--- config.mk ---
export PLATFORM = sky130hd
export DESIGN_NAME = apb_request_arbiter_flat
export DESIGN_NICKNAME = d
export VERILOG_FILES = /design/src/rtl/apb_request_arbiter_pkg.sv /design/src/rtl/apb_request_arbiter_if.sv /design/src/rtl/apb_request_arbiter_rr_picker.sv /design/src/rtl/apb_request_arbiter.sv /design/src/flat_wrapper.sv
export SDC_FILE = /design/constraint.sdc
export NUM_CORES = 1
export LEC_CHECK = 0
export ABC_CLOCK_PERIOD_IN_PS = 3520
export BUFFER_PORTS_ARGS = -buffer_cell sky130_fd_sc_hd__buf_2
export CAP_MARGIN = 20
export CELL_PAD_IN_SITES_DETAIL_PLACEMENT = 0
export CELL_PAD_IN_SITES_GLOBAL_PLACEMENT = 1
export CORE_MARGIN = 4
export CORE_UTILIZATION = 32
export DETAILED_ROUTE_END_ITERATION = 10
export PLACE_DENSITY = 0.84
export SLEW_MARGIN = 20
export SYNTH_ARGS = -nofsm -noshare
export SYNTH_HDL_FRONTEND = slang
export SYNTH_SLANG_ARGS = --single-unit
--- constraint.sdc ---
create_clock -name clk -period 3.52 [get_ports clk]
set_input_delay 0.528 -clock clk [delete_from_list [all_inputs] [get_ports clk]]
set_output_delay 0.528 -clock clk [all_outputs]
set_load 0.03 [all_outputs]
--- src/rtl/apb_request_arbiter_pkg.sv ---
// Shared types and default widths for the APB request arbiter.
//   arb_state_t : arbiter FSM state encoding
//   SEL_W, ADDR_W, DATA_W : default payload widths toward the APB master
package apb_arb_pkg;

  typedef enum logic [2:0] {
    StIdle,
    StIssue,
    StWait,
    StDone,
    StRelease
  } arb_state_t;

  localparam int unsigned SEL_W  = 8;
  localparam int unsigned ADDR_W = 8;
  localparam int unsigned DATA_W = 21;

endpackage

--- src/rtl/apb_request_arbiter_if.sv ---
// Bundle of requester-side and APB-master-side signals of the arbiter.
//   slave  : arbiter view (takes requests and CPUPREADY, drives grant/done/master inputs)
//   master : environment view (requesters plus the APB master)
interface apb_request_arbiter_if #(
  parameter int unsigned NUM_REQ = 4,
  parameter int unsigned SEL_W   = 8,
  parameter int unsigned ADDR_W  = 8,
  parameter int unsigned DATA_W  = 21
) ();

  logic [NUM_REQ-1:0]        req_valid;
  logic [NUM_REQ*SEL_W-1:0]  req_sel;
  logic [NUM_REQ*ADDR_W-1:0] req_addr;
  logic [NUM_REQ*DATA_W-1:0] req_data;
  logic [NUM_REQ-1:0]        req_grant;
  logic [NUM_REQ-1:0]        req_done;
  logic                      req_error;
  logic                      APBMASTERENABLE;
  logic [SEL_W-1:0]          CPUSEL;
  logic [ADDR_W-1:0]         m_addr;
  logic [DATA_W-1:0]         m_data;
  logic                      CPUPREADY;

  modport slave (
    input  req_valid, req_sel, req_addr, req_data, CPUPREADY,
    output req_grant, req_done, req_error, APBMASTERENABLE, CPUSEL, m_addr, m_data
  );

  modport master (
    output req_valid, req_sel, req_addr, req_data, CPUPREADY,
    input  req_grant, req_done, req_error, APBMASTERENABLE, CPUSEL, m_addr, m_data
  );

endinterface

--- src/rtl/apb_request_arbiter_rr_picker.sv ---
// Combinational round-robin search.
//   req     : per-requester request levels
//   ptr     : index where the search starts (wraps around)
//   win     : one-hot winner (all zero when no request)
//   win_idx : binary index of the winner (0 when no request)
module rr_picker #(
  parameter int unsigned NUM_REQ = 4,
  parameter int unsigned IdxW    = 2
) (
  input  logic [NUM_REQ-1:0] req,
  input  logic [IdxW-1:0]    ptr,
  output logic [NUM_REQ-1:0] win,
  output logic [IdxW-1:0]    win_idx
);

  always_comb begin
    logic        found;
    int unsigned idx;
    win     = '0;
    win_idx = '0;
    found   = 1'b0;
    idx     = 0;
    for (int unsigned off = 0; off < NUM_REQ; off++) begin
      idx = (32'(ptr) + off) % NUM_REQ;
      if (!found && req[idx[IdxW-1:0]]) begin
        found                 = 1'b1;
        win[idx[IdxW-1:0]]    = 1'b1;
        win_idx               = idx[IdxW-1:0];
      end
    end
  end

endmodule

--- src/rtl/apb_request_arbiter.sv ---
// Round-robin arbiter sharing one APB master among NUM_REQ requesters.
//   clk     : system clock, rising edge
//   PRESETn : asynchronous active-low reset
//   bus     : requester side (req_valid/sel/addr/data in, req_grant/done/error out)
//             and master side (APBMASTERENABLE/CPUSEL/m_addr/m_data out, CPUPREADY in)
// Every output comes straight from a flop.
module apb_request_arbiter #(
  parameter int unsigned NUM_REQ = 4,
  parameter int unsigned SEL_W   = apb_arb_pkg::SEL_W,
  parameter int unsigned ADDR_W  = apb_arb_pkg::ADDR_W,
  parameter int unsigned DATA_W  = apb_arb_pkg::DATA_W,
  parameter int unsigned TIMEOUT = 255
) (
  input logic                 clk,
  input logic                 PRESETn,
  apb_request_arbiter_if.slave bus
);

  import apb_arb_pkg::*;

  localparam int unsigned IdxW = $clog2(NUM_REQ);
  localparam int unsigned CntW = $clog2(TIMEOUT + 1);
  localparam logic [CntW-1:0] CntMax = CntW'(TIMEOUT);

  arb_state_t          state_q, state_d;
  logic [IdxW-1:0]     ptr_q, ptr_d;
  logic [CntW-1:0]     cnt_q, cnt_d;
  logic                err_q, err_d;
  logic [NUM_REQ-1:0]  grant_q, grant_d;
  logic [NUM_REQ-1:0]  done_q, done_d;
  logic                en_q, en_d;
  logic [SEL_W-1:0]    sel_q, sel_d;
  logic [ADDR_W-1:0]   addr_q, addr_d;
  logic [DATA_W-1:0]   data_q, data_d;

  logic [NUM_REQ-1:0]  win;
  logic [IdxW-1:0]     win_idx;

  rr_picker #(
    .NUM_REQ(NUM_REQ),
    .IdxW   (IdxW)
  ) u_picker (
    .req    (bus.req_valid),
    .ptr    (ptr_q),
    .win    (win),
    .win_idx(win_idx)
  );

  always_comb begin
    state_d = state_q;
    ptr_d   = ptr_q;
    cnt_d   = cnt_q;
    err_d   = err_q;
    grant_d = grant_q;
    done_d  = '0;
    en_d    = 1'b0;
    sel_d   = sel_q;
    addr_d  = addr_q;
    data_d  = data_q;

    unique case (state_q)
      StIdle: begin
        if (|bus.req_valid) begin
          state_d = StIssue;
          grant_d = win;
          en_d    = 1'b1;
          // Payload is frozen here; later req_* changes are ignored.
          sel_d   = bus.req_sel[win_idx*SEL_W +: SEL_W];
          addr_d  = bus.req_addr[win_idx*ADDR_W +: ADDR_W];
          data_d  = bus.req_data[win_idx*DATA_W +: DATA_W];
          ptr_d   = IdxW'((32'(win_idx) + 1) % NUM_REQ);
        end
      end
      StIssue: begin
        cnt_d   = '0;
        state_d = StWait;
      end
      StWait: begin
        // Ready takes priority over an expiring timeout.
        if (bus.CPUPREADY) begin
          state_d = StDone;
          done_d  = grant_q;
          grant_d = '0;
          err_d   = 1'b0;
        end else if (cnt_q == CntMax) begin
          state_d = StDone;
          done_d  = grant_q;
          grant_d = '0;
          err_d   = 1'b1;
        end else begin
          cnt_d = cnt_q + CntW'(1);
        end
      end
      StDone: begin
        err_d   = 1'b0;
        // A ready still high here belongs to the finished transfer.
        state_d = bus.CPUPREADY ? StRelease : StIdle;
      end
      StRelease: begin
        if (!bus.CPUPREADY) state_d = StIdle;
      end
      default: state_d = StIdle;
    endcase
  end

  always_ff @(posedge clk or negedge PRESETn) begin
    if (!PRESETn) begin
      state_q <= StIdle;
      ptr_q   <= '0;
      cnt_q   <= '0;
      err_q   <= 1'b0;
      grant_q <= '0;
      done_q  <= '0;
      en_q    <= 1'b0;
      sel_q   <= '0;
      addr_q  <= '0;
      data_q  <= '0;
    end else begin
      state_q <= state_d;
      ptr_q   <= ptr_d;
      cnt_q   <= cnt_d;
      err_q   <= err_d;
      grant_q <= grant_d;
      done_q  <= done_d;
      en_q    <= en_d;
      sel_q   <= sel_d;
      addr_q  <= addr_d;
      data_q  <= data_d;
    end
  end

  assign bus.req_grant       = grant_q;
  assign bus.req_done        = done_q;
  assign bus.req_error       = err_q;
  assign bus.APBMASTERENABLE = en_q;
  assign bus.CPUSEL          = sel_q;
  assign bus.m_addr          = addr_q;
  assign bus.m_data          = data_q;

endmodule
--- src/flat_wrapper.sv ---
// flat-port wrapper written by rule: the top's interface ports become plain ports
module apb_request_arbiter_flat import apb_arb_pkg::*;
#(
  parameter int unsigned NUM_REQ = 4,
  parameter int unsigned SEL_W   = apb_arb_pkg::SEL_W,
  parameter int unsigned ADDR_W  = apb_arb_pkg::ADDR_W,
  parameter int unsigned DATA_W  = apb_arb_pkg::DATA_W,
  parameter int unsigned TIMEOUT = 255
)
  (clk, PRESETn, bus_req_valid, bus_req_sel, bus_req_addr, bus_req_data, bus_CPUPREADY, bus_req_grant, bus_req_done, bus_req_error, bus_APBMASTERENABLE, bus_CPUSEL, bus_m_addr, bus_m_data);
  apb_request_arbiter_if #(.NUM_REQ(NUM_REQ), .SEL_W(SEL_W), .ADDR_W(ADDR_W), .DATA_W(DATA_W)) bus_i ();
  input logic clk;
  input logic PRESETn;
  input wire logic [$bits(bus_i.req_valid)-1:0] bus_req_valid;
  input wire logic [$bits(bus_i.req_sel)-1:0] bus_req_sel;
  input wire logic [$bits(bus_i.req_addr)-1:0] bus_req_addr;
  input wire logic [$bits(bus_i.req_data)-1:0] bus_req_data;
  input wire logic [$bits(bus_i.CPUPREADY)-1:0] bus_CPUPREADY;
  output wire logic [$bits(bus_i.req_grant)-1:0] bus_req_grant;
  output wire logic [$bits(bus_i.req_done)-1:0] bus_req_done;
  output wire logic [$bits(bus_i.req_error)-1:0] bus_req_error;
  output wire logic [$bits(bus_i.APBMASTERENABLE)-1:0] bus_APBMASTERENABLE;
  output wire logic [$bits(bus_i.CPUSEL)-1:0] bus_CPUSEL;
  output wire logic [$bits(bus_i.m_addr)-1:0] bus_m_addr;
  output wire logic [$bits(bus_i.m_data)-1:0] bus_m_data;
  assign bus_i.req_valid = bus_req_valid;
  assign bus_i.req_sel = bus_req_sel;
  assign bus_i.req_addr = bus_req_addr;
  assign bus_i.req_data = bus_req_data;
  assign bus_i.CPUPREADY = bus_CPUPREADY;
  assign bus_req_grant = bus_i.req_grant;
  assign bus_req_done = bus_i.req_done;
  assign bus_req_error = bus_i.req_error;
  assign bus_APBMASTERENABLE = bus_i.APBMASTERENABLE;
  assign bus_CPUSEL = bus_i.CPUSEL;
  assign bus_m_addr = bus_i.m_addr;
  assign bus_m_data = bus_i.m_data;
  apb_request_arbiter #(.NUM_REQ(NUM_REQ), .SEL_W(SEL_W), .ADDR_W(ADDR_W), .DATA_W(DATA_W), .TIMEOUT(TIMEOUT)) u_core (.clk(clk), .PRESETn(PRESETn), .bus(bus_i));
endmodule
==> out/metrics.cfg, run 1 <==
[logic_synthesis]
synthesis.area_um2=4320
ys_seq_area_frac=0.347
synth.yosys.warnings=0
synth.distinct_cells=39
synth.most_common_cell=mux2i_1
muxShareOfSynthArea=0.312
ys_ff_latch=60
yosys.area.top_type=dfrtp_1
synth_top_family_by_area=multiplexers
synthAdderAreaFrac=0.0261
synth-xor-area-share=0.00811
syn_inst=406
synthSimpleGateAreaFrac=0.0721
synth_compound_area_frac=0.194
ys_top_cells_by_area=dfrtp_1, mux2i_1, a221o_1
synth_nets=570
synth_common_cells=mux2i_1, dfrtp_1, o22ai_1
avgSynthCellArea_um2=10.6
synthArstFlopShare=1.00
synth-edff-count=0
yosysTopAreaCellShare=0.347
synth_ff_type=dfrtp_1

[setup_path]
crit_type=flop to flop
cp_max_fo=38
r2r_start=u_core.ptr_q[0]
worstSetupStartpointType=flop
cp.required_ns=3.72
arrival_ns=3.48
crit_start=u_core.ptr_q[0]
crit_path_end_kind=flop

[drt]
via_per_inst=5.38
firstDrtPassIters=4
wl_per_cell_um=17.6
drc_errors=0
drt_iter0_drc=163
via_count=4194
routed_wl_um=13700
drtAntennaViolNets=0

[clock_tree]
cts-resized-gates=0
ctsHoldBuffers=0
postCtsSetupRepairBufs=0
clock_latency_ns=0.33
cts_tree=built
cts-root-buf=clkbuf_16
cts.path.max_buffers=2
path_clk_slew_ns=0.05
cts_buffers=9
htreeDepth=3
numClockSinks=60

[hold_path]
worst_hold_path_type=primary input to async pin

[pwr]
intPower_w=0.00314
power_w=0.00569
swShare=0.448
ir_drop_mv=0.624
power_density_nw_per_um2=982
power_frac_seq=0.205
p_comb_frac=0.641
power.switching_w=0.00255
leakagePower_nw=3.01
clockPowerShare=0.154

[cells_and_area]
syn_to_final_growth_pct=34.0
finalCoreUtilization=0.437
nFillCells=1328
nets=762
antenna_cells=0
drive_above_1_share=0.456

[timing]
hold_violations=0
slew_violations=0
maxSlewHeadroom=0.520
fin_crit_ns=3.28
rsz0062_at_grt=no
worst_slew_pin_slew_ns=0.720
finClkSkew_ns=0.00932
timing.hold.ws_ns=0.254
setup_viol=0
fin_crit_sh=0.931
fin_tns_setup_ns=0
fmax_ghz=0.305

[place]
gp_congestion=0.841
portBuffers=201
dpl.hpwl_um=10000

[global_route]
use_met3=0.0507
gr-max-usage-layer=met2
grt_pass1_wl_um=22700
grt_max_degree=39
grt_use_met1=0.218
grt_pass1_vias=4671
grt.overflow.total=0
use_met2=0.300
antenna_found_initial=2
grtUsageTotal=0.177

[die]
initial_utilization=0.326
core-area_um2=13200
num_io_pins=202
dieArea_um2=15400
rows=42
die_y_um=124
die_w_um=124

[outcome]
outcome=completed

[flow_run]
maxCapViolCount=0

-- layout by cell type, fill, tap and decap left out, drive strengths merged, types with 2 or more instances in the layout --
master	instances
buf	213
mux2i	77
dfrtp	60
mux2	41
o22ai	38
a221o	36
nor2	18
nand2	15
o21ai	13
a21oi	12
clkbuf	12
ha	9
nand3	8
and2	7
or3	6
inv	5
a22oi	4
xor2	4
clkinv	3
mux4	2
nand4	2
a21o	2
nor2b	2
-- through the flow --
stage / setup slack [ns] / std cells / cell area (um2)
final: 0.243 / 779 / 5790
after global routing: 0.0905 / 779 / 5790
after CTS: 0.248 / 779 / 5790
after detailed placement: 0.227 / 763 / 5500
after global placement: 0.312 / 763 / 5500
after floorplan: 0.219 / 406 / 4320
-- cells by family (layout without fill, tap and decap cells) --
logic type	after synthesis	count (layout)
AOI/OAI and AO/OA	113	113
xor gates and xnor gates	4	4
adders and majority gates	9	9
buffers and inverters	37	234
DFF	60	60
muxes	120	120
and+or+nand+nor	63	63
-- area by class of cell --
| type | count | area [um2] | area share |
|---|---|---|---|
| clock inverter | 4 | 48.8 | 0.00842 |
| sequential | 60 | 1500 | 0.259 |
| inverter | 5 | 18.8 | 0.00324 |
| timing repair buffer | 213 | 1100 | 0.189 |
| multi-input combinational | 309 | 2660 | 0.459 |
| clock buffer | 12 | 246 | 0.0425 |
| tap | 176 | 220 | 0.0380 |
-- worst paths after layout --
path,endpoint,slack (ns),cells after the start
worst max-delay path,u_core.bus.CPUSEL[3],0.24,8
worst min-delay path,u_core.bus.req_grant[3],0.25,1
worst max register to register,u_core.bus.CPUSEL[3],0.24,8
worst min register to register,u_core.bus.req_error,0.49,1
max in group asynchronous,u_core.bus.m_data[0],2.38,2
min in group clk,u_core.state_q[2],0.46,2
-- critical path, stage by stage (launching register included) --
cell	delay [ns]
dfrtp_1	0.49
inv_1	0.10
ha_1	0.39
mux4_2	0.41
nor2b_4	0.24
or3_2	0.17
mux2_4	0.60
mux2_2	0.42
a221o_1	0.32
-- routing by layer --
layer  wire length (um)  share of wire
met4                188          0.014
met5                 14         0.0010
met1               5900           0.43
met2               6790           0.49
met3                842          0.061
-- power groups by stage --
| stage | registers, W | logic (W) | clock network (W) |
|---|---|---|---|
| after global placement | 0.00117 | 0.00356 | 0 |
| after CTS | 0.00117 | 0.00367 | 0.000907 |
| after floorplan | 0.00160 | 0.00237 | 0 |
| after detailed placement | 0.00116 | 0.00368 | 0 |
| after global routing | 0.00120 | 0.00393 | 0.000949 |
| final | 0.00116 | 0.00364 | 0.000878 |
-- flip-flops by register name (all words and copies together), names as in the netlist --
signal / flops
u_core.state_q: 3
u_core.ptr_q: 2
u_core.bus.req_grant: 4
u_core.bus.req_done: 4
u_core.bus.APBMASTERENABLE: 1
u_core.cnt_q: 8
u_core.bus.m_data: 21
u_core.bus.m_addr: 8
u_core.bus.CPUSEL: 8
u_core.bus.req_error: 1
Note: power is estimated with default switching activity, not from simulation.
==> run 2: changes to the inputs <==
CORE_ASPECT_RATIO = 1.2   (was default)
==> out/metrics.cfg, run 2 (same netlist as run 1, synthesis figures left out) <==
[outcome]
outcome=completed

[timing]
worst_slew_pin_slew_ns=0.751
finClkSkew_ns=0.00816
maxSlewHeadroom=0.499
slew_violations=0
setup_viol=0
rsz0062_at_grt=no
fmax_ghz=0.301
fin_crit_ns=3.32
fin_crit_sh=0.945
hold_violations=0
timing.hold.ws_ns=0.210
fin_tns_setup_ns=0

[place]
portBuffers=201
gp_congestion=0.781
place_inst=756
dpl.hpwl_um=10300

[cells_and_area]
largest_reg_flops=21
antenna_cells=0
final_cell_mix=buf_2, mux2i_1, dfrtp_1
final_common_cell=buf_2
finalCoreUtilization=0.437
nets=763
syn_to_final_growth_pct=33.9
layoutNonFillerInstCount=771
drive_above_1_share=0.459

[setup_path]
crit_type=flop to flop
critPathBufInv=1
cp.required_ns=3.72
cp_slowest_cell=dfrtp_1
slowest_delay_ns=0.52
worstSetupStartpointType=flop
r2r_setup_slack_ns=0.20
arrival_ns=3.52
path_delay_family=multiplexers
cp_max_fo=38
crit_path_frequent_cell=mux2_4
crit_path_end_kind=flop
crit_path_cell_trace=inv_1 > ha_1 > mux4_2 > nor2b_4 > or3_2 > mux2_4 > mux2_4 > a221o_1

[global_route]
antenna_found_initial=0
grt_max_degree=39
grt_pass1_vias=4621
grtUsageTotal=0.178
grt.overflow.total=0
grt_pass1_wl_um=22200

[pwr]
ir_drop_mv=0.519
leakagePower_nw=3.00
power_density_nw_per_um2=983

[die]
initial_utilization=0.326
die_y_um=135
num_io_pins=202
dieArea_um2=15400
core-area_um2=13200
rows=46
die_w_um=114

[clock_tree]
clock_latency_ns=0.32
postCtsSetupRepairBufs=0
cts_tree=built
numClockSinks=60
cts-resized-gates=0
path_clk_slew_ns=0.06
htreeDepth=3
ctsHoldBuffers=0
cts_buffers=9
cts-root-buf=clkbuf_16
cts.path.max_buffers=2

[hold_path]
worst_hold_path_type=primary input to async pin

[drt]
wl_met3_um=797
via_per_inst=5.41
wl_met2_um=7160
firstDrtPassIters=4
top_layer=met4
via_count=4173
drc_errors=0
drt_iter0_drc=146
drtAntennaViolNets=0
routed_wl_um=14000
m1WireLength_um=5890
wl_per_cell_um=18.1

[flow_run]
maxCapViolCount=0

## run 2: per-stage QoR
| step | instance area [um2] | power [W] | setup WS, ns |
|---|---|---|---|
| final | 5790 | 0.00569 | 0.195 |
| after global routing | 5790 | 0.00608 | 0.0629 |
| after CTS | 5790 | 0.00574 | 0.222 |
| after detailed placement | 5500 | 0.00486 | 0.233 |
| after global placement | 5500 | 0.00476 | 0.301 |
| after floorplan | 4320 | 0.00397 | 0.219 |
## run 2: layout make-up
class	instances	area, um2
Clock inverter	6	66.3
Clock buffer	9	225
Inverter	5	18.8
Timing Repair Buffer	214	1100
Tap cell	168	210
Sequential cell	60	1500
Fill cell	1299	7450
Multi-Input combinational cell	309	2660
## run 2: worst register-to-register path, stage by stage, from the launching register on
cell and delay, ns:
dfrtp_1 0.52, inv_1 0.11, ha_1 0.38, mux4_2 0.34, nor2b_4 0.08, or3_2 0.50
mux2_4 0.50, mux2_4 0.46, a221o_1 0.31
## run 2: worst paths after layout
| check | startpoint | end | cells past startpoint |
|---|---|---|---|
| max | u_core.ptr_q[0] | u_core.bus.m_data[5] | 8 |
| min in group clk | bus_CPUPREADY | u_core.state_q[2] | 2 |
| min | PRESETn | u_core.bus.req_error | 1 |
| max in group asynchronous | PRESETn | u_core.bus.m_data[11] | 2 |
| max reg2reg | u_core.ptr_q[0] | u_core.bus.m_data[5] | 8 |
| min reg2reg | u_core.bus.m_addr[2] | u_core.bus.m_addr[2] | 1 |
## run 2: power by group
part,switching (W),internal [W],total [W]
combinational,0.00207,0.00160,0.00366
sequential,0.000186,0.000978,0.00116
clock,0.000320,0.000543,0.000863
## run 2: layer usage
| metal | up-vias | track usage |
|---|---|---|
| met4 | 0 | 0.0482 |
| met2 | 136 | 0.320 |
| met5 | - | 0 |
| met1 | 2047 | 0.212 |
| met3 | 15 | 0.0398 |
| li1 | 1975 | - |
==> run 3: changes to the inputs <==
ABC_CLOCK_PERIOD_IN_PS = 3100   (was 3520)
CORE_UTILIZATION = 35   (was 32)
PLACE_DENSITY = 0.87   (was 0.84)
clock period = 3.1 ns   (was 3.52 ns; I/O delays follow)
==> out/metrics.cfg, run 3 (same netlist as run 1, synthesis figures left out) <==
[outcome]
outcome=completed

[timing]
fin_crit_ns=3.00
fin_crit_sh=0.966
worst_slew_pin_slew_ns=0.630
maxSlewHeadroom=0.568
slew_violations=0
timing.hold.ws_ns=0.155
setup_viol=0
finClkSkew_ns=0.00500
hold_violations=0
rsz0062_at_grt=no
fmax_ghz=0.334

[setup_path]
arrival_ns=3.19
cp_slowest_cell=or3_2
slowest_delay_ns=0.59
crit_type=flop to flop
cp.required_ns=3.30
worstSetupStartpointType=flop
crit_path_end_kind=flop
cp_max_fo=9
crit_path_cell_trace=inv_2 > ha_1 > mux4_2 > nor2b_4 > or3_2 > mux2_4 > buf_6 > mux2_2 > a221o_1

[drt]
drc_errors=0
wl_per_cell_um=18.1
firstDrtPassIters=4
routed_wl_um=14000
drtAntennaViolNets=0
via_per_inst=5.49
drt_iter0_drc=141
via_count=4252

[cells_and_area]
nFillCells=1183
largest_reg_flops=21
nets=774
antenna_cells=0
final_common_cell=buf_2
final_cell_mix=buf_2, mux2i_1, dfrtp_1
syn_to_final_growth_pct=37.1
drive_above_1_share=0.471

[pwr]
leakagePower_nw=3.09
p_comb_frac=0.669
power.switching_w=0.00301
intPower_w=0.00373
swShare=0.447
power_density_nw_per_um2=1140
clockPowerShare=0.134
power_w=0.00674
power_frac_seq=0.197
ir_drop_mv=0.437

[global_route]
grt_use_met1=0.211
use_met2=0.336
gr-max-usage-layer=met2
grt_max_degree=61
grtUsageTotal=0.183
antenna_found_initial=0
grt_pass1_wl_um=20800
grt.overflow.total=0
use_met3=0.0336
grt_pass1_vias=4428

[place]
gp_congestion=0.777
dpl.hpwl_um=9770
portBuffers=201

[die]
die_y_um=130
rows=44
dieArea_um2=14200
die_w_um=109
initial_utilization=0.357
num_io_pins=202
core-area_um2=12100

[clock_tree]
ctsHoldBuffers=0
cts_tree=built
numClockSinks=60
cts_buffers=9
htreeDepth=3
path_clk_slew_ns=0.05
cts-root-buf=clkbuf_16
cts.path.max_buffers=2
clock_latency_ns=0.32

[hold_path]
worst_hold_path_type=primary input to async pin

[flow_run]
maxCapViolCount=0

[run 3: critical path, delay by kind of cell (launching register included)]
| family | cells | cell delay [ns] |
|---|---|---|
| muxes | 3 | 0.92 |
| and+or+nand+nor | 2 | 0.67 |
| buffers and inverters | 2 | 0.22 |
| DFF | 1 | 0.43 |
| adders and majority gates | 1 | 0.31 |
| AOI/OAI and AO/OA | 1 | 0.31 |
[run 3: area by class of cell]
cell class,instances,area (um2),area share
Clock inverter,2,10.0,0.00169
Sequential cell,60,1500,0.254
Multi-Input combinational cell,311,2700,0.456
Tap cell,161,201,0.0340
Clock buffer,13,260,0.0439
Timing Repair Buffer,223,1230,0.207
Inverter,5,18.8,0.00317
[run 3: timing repair]
item	in CTS	in global routing
gates resized for setup	1	3
endpoints found under the setup margin	2	36
gates cloned	0	2
buffers inserted	0	6
[run 3: path summary, 6_finish.rpt]
kind | from | endpoint | slack (ns) | cells after the start
worst min-delay path | PRESETn | u_core.bus.req_grant[2] | 0.15 | 2
max in group asynchronous | PRESETn | u_core.bus.m_addr[0] | 2.67 | 2
min in group clk | bus_CPUPREADY | u_core.state_q[2] | 0.42 | 2
worst max-delay path | u_core.ptr_q[0] | u_core.bus.m_addr[1] | 0.10 | 9
worst max register to register | u_core.ptr_q[0] | u_core.bus.m_addr[1] | 0.10 | 9
worst min register to register | u_core.bus.req_grant[3] | u_core.bus.req_done[3] | 0.50 | 1
[run 3: power groups by stage]
stage,clock network (W),registers (W),logic (W)
floorplan,0,0.00181,0.00270
global placement,0,0.00133,0.00410
detailed placement,0,0.00133,0.00423
CTS,0.000936,0.00133,0.00425
global route,0.000968,0.00137,0.00487
finish,0.000906,0.00133,0.00451
[run 3: stage by stage]
step / instances / worst slack, ns / cell area, um2 / TNS, ns / utilization
floorplan: 406 / 0.0528 / 4330 / 0 / -
global placement: 752 / 0.0338 / 5550 / 0 / 0.458
detailed placement: 752 / -0.0339 / 5550 / -0.161 / 0.458
CTS: 767 / 0.0455 / 5830 / 0 / 0.481
global route: 775 / 0.0395 / 5930 / 0 / 0.489
finish: 775 / 0.105 / 5930 / 0 / 0.489
[run 3: metal layers]
metal / up-vias / share of wire
li1: 2009 / -
met1: 2081 / 0.40
met2: 151 / 0.53
met3: 11 / 0.059
met4: 0 / 0.0090
met5: - / 0
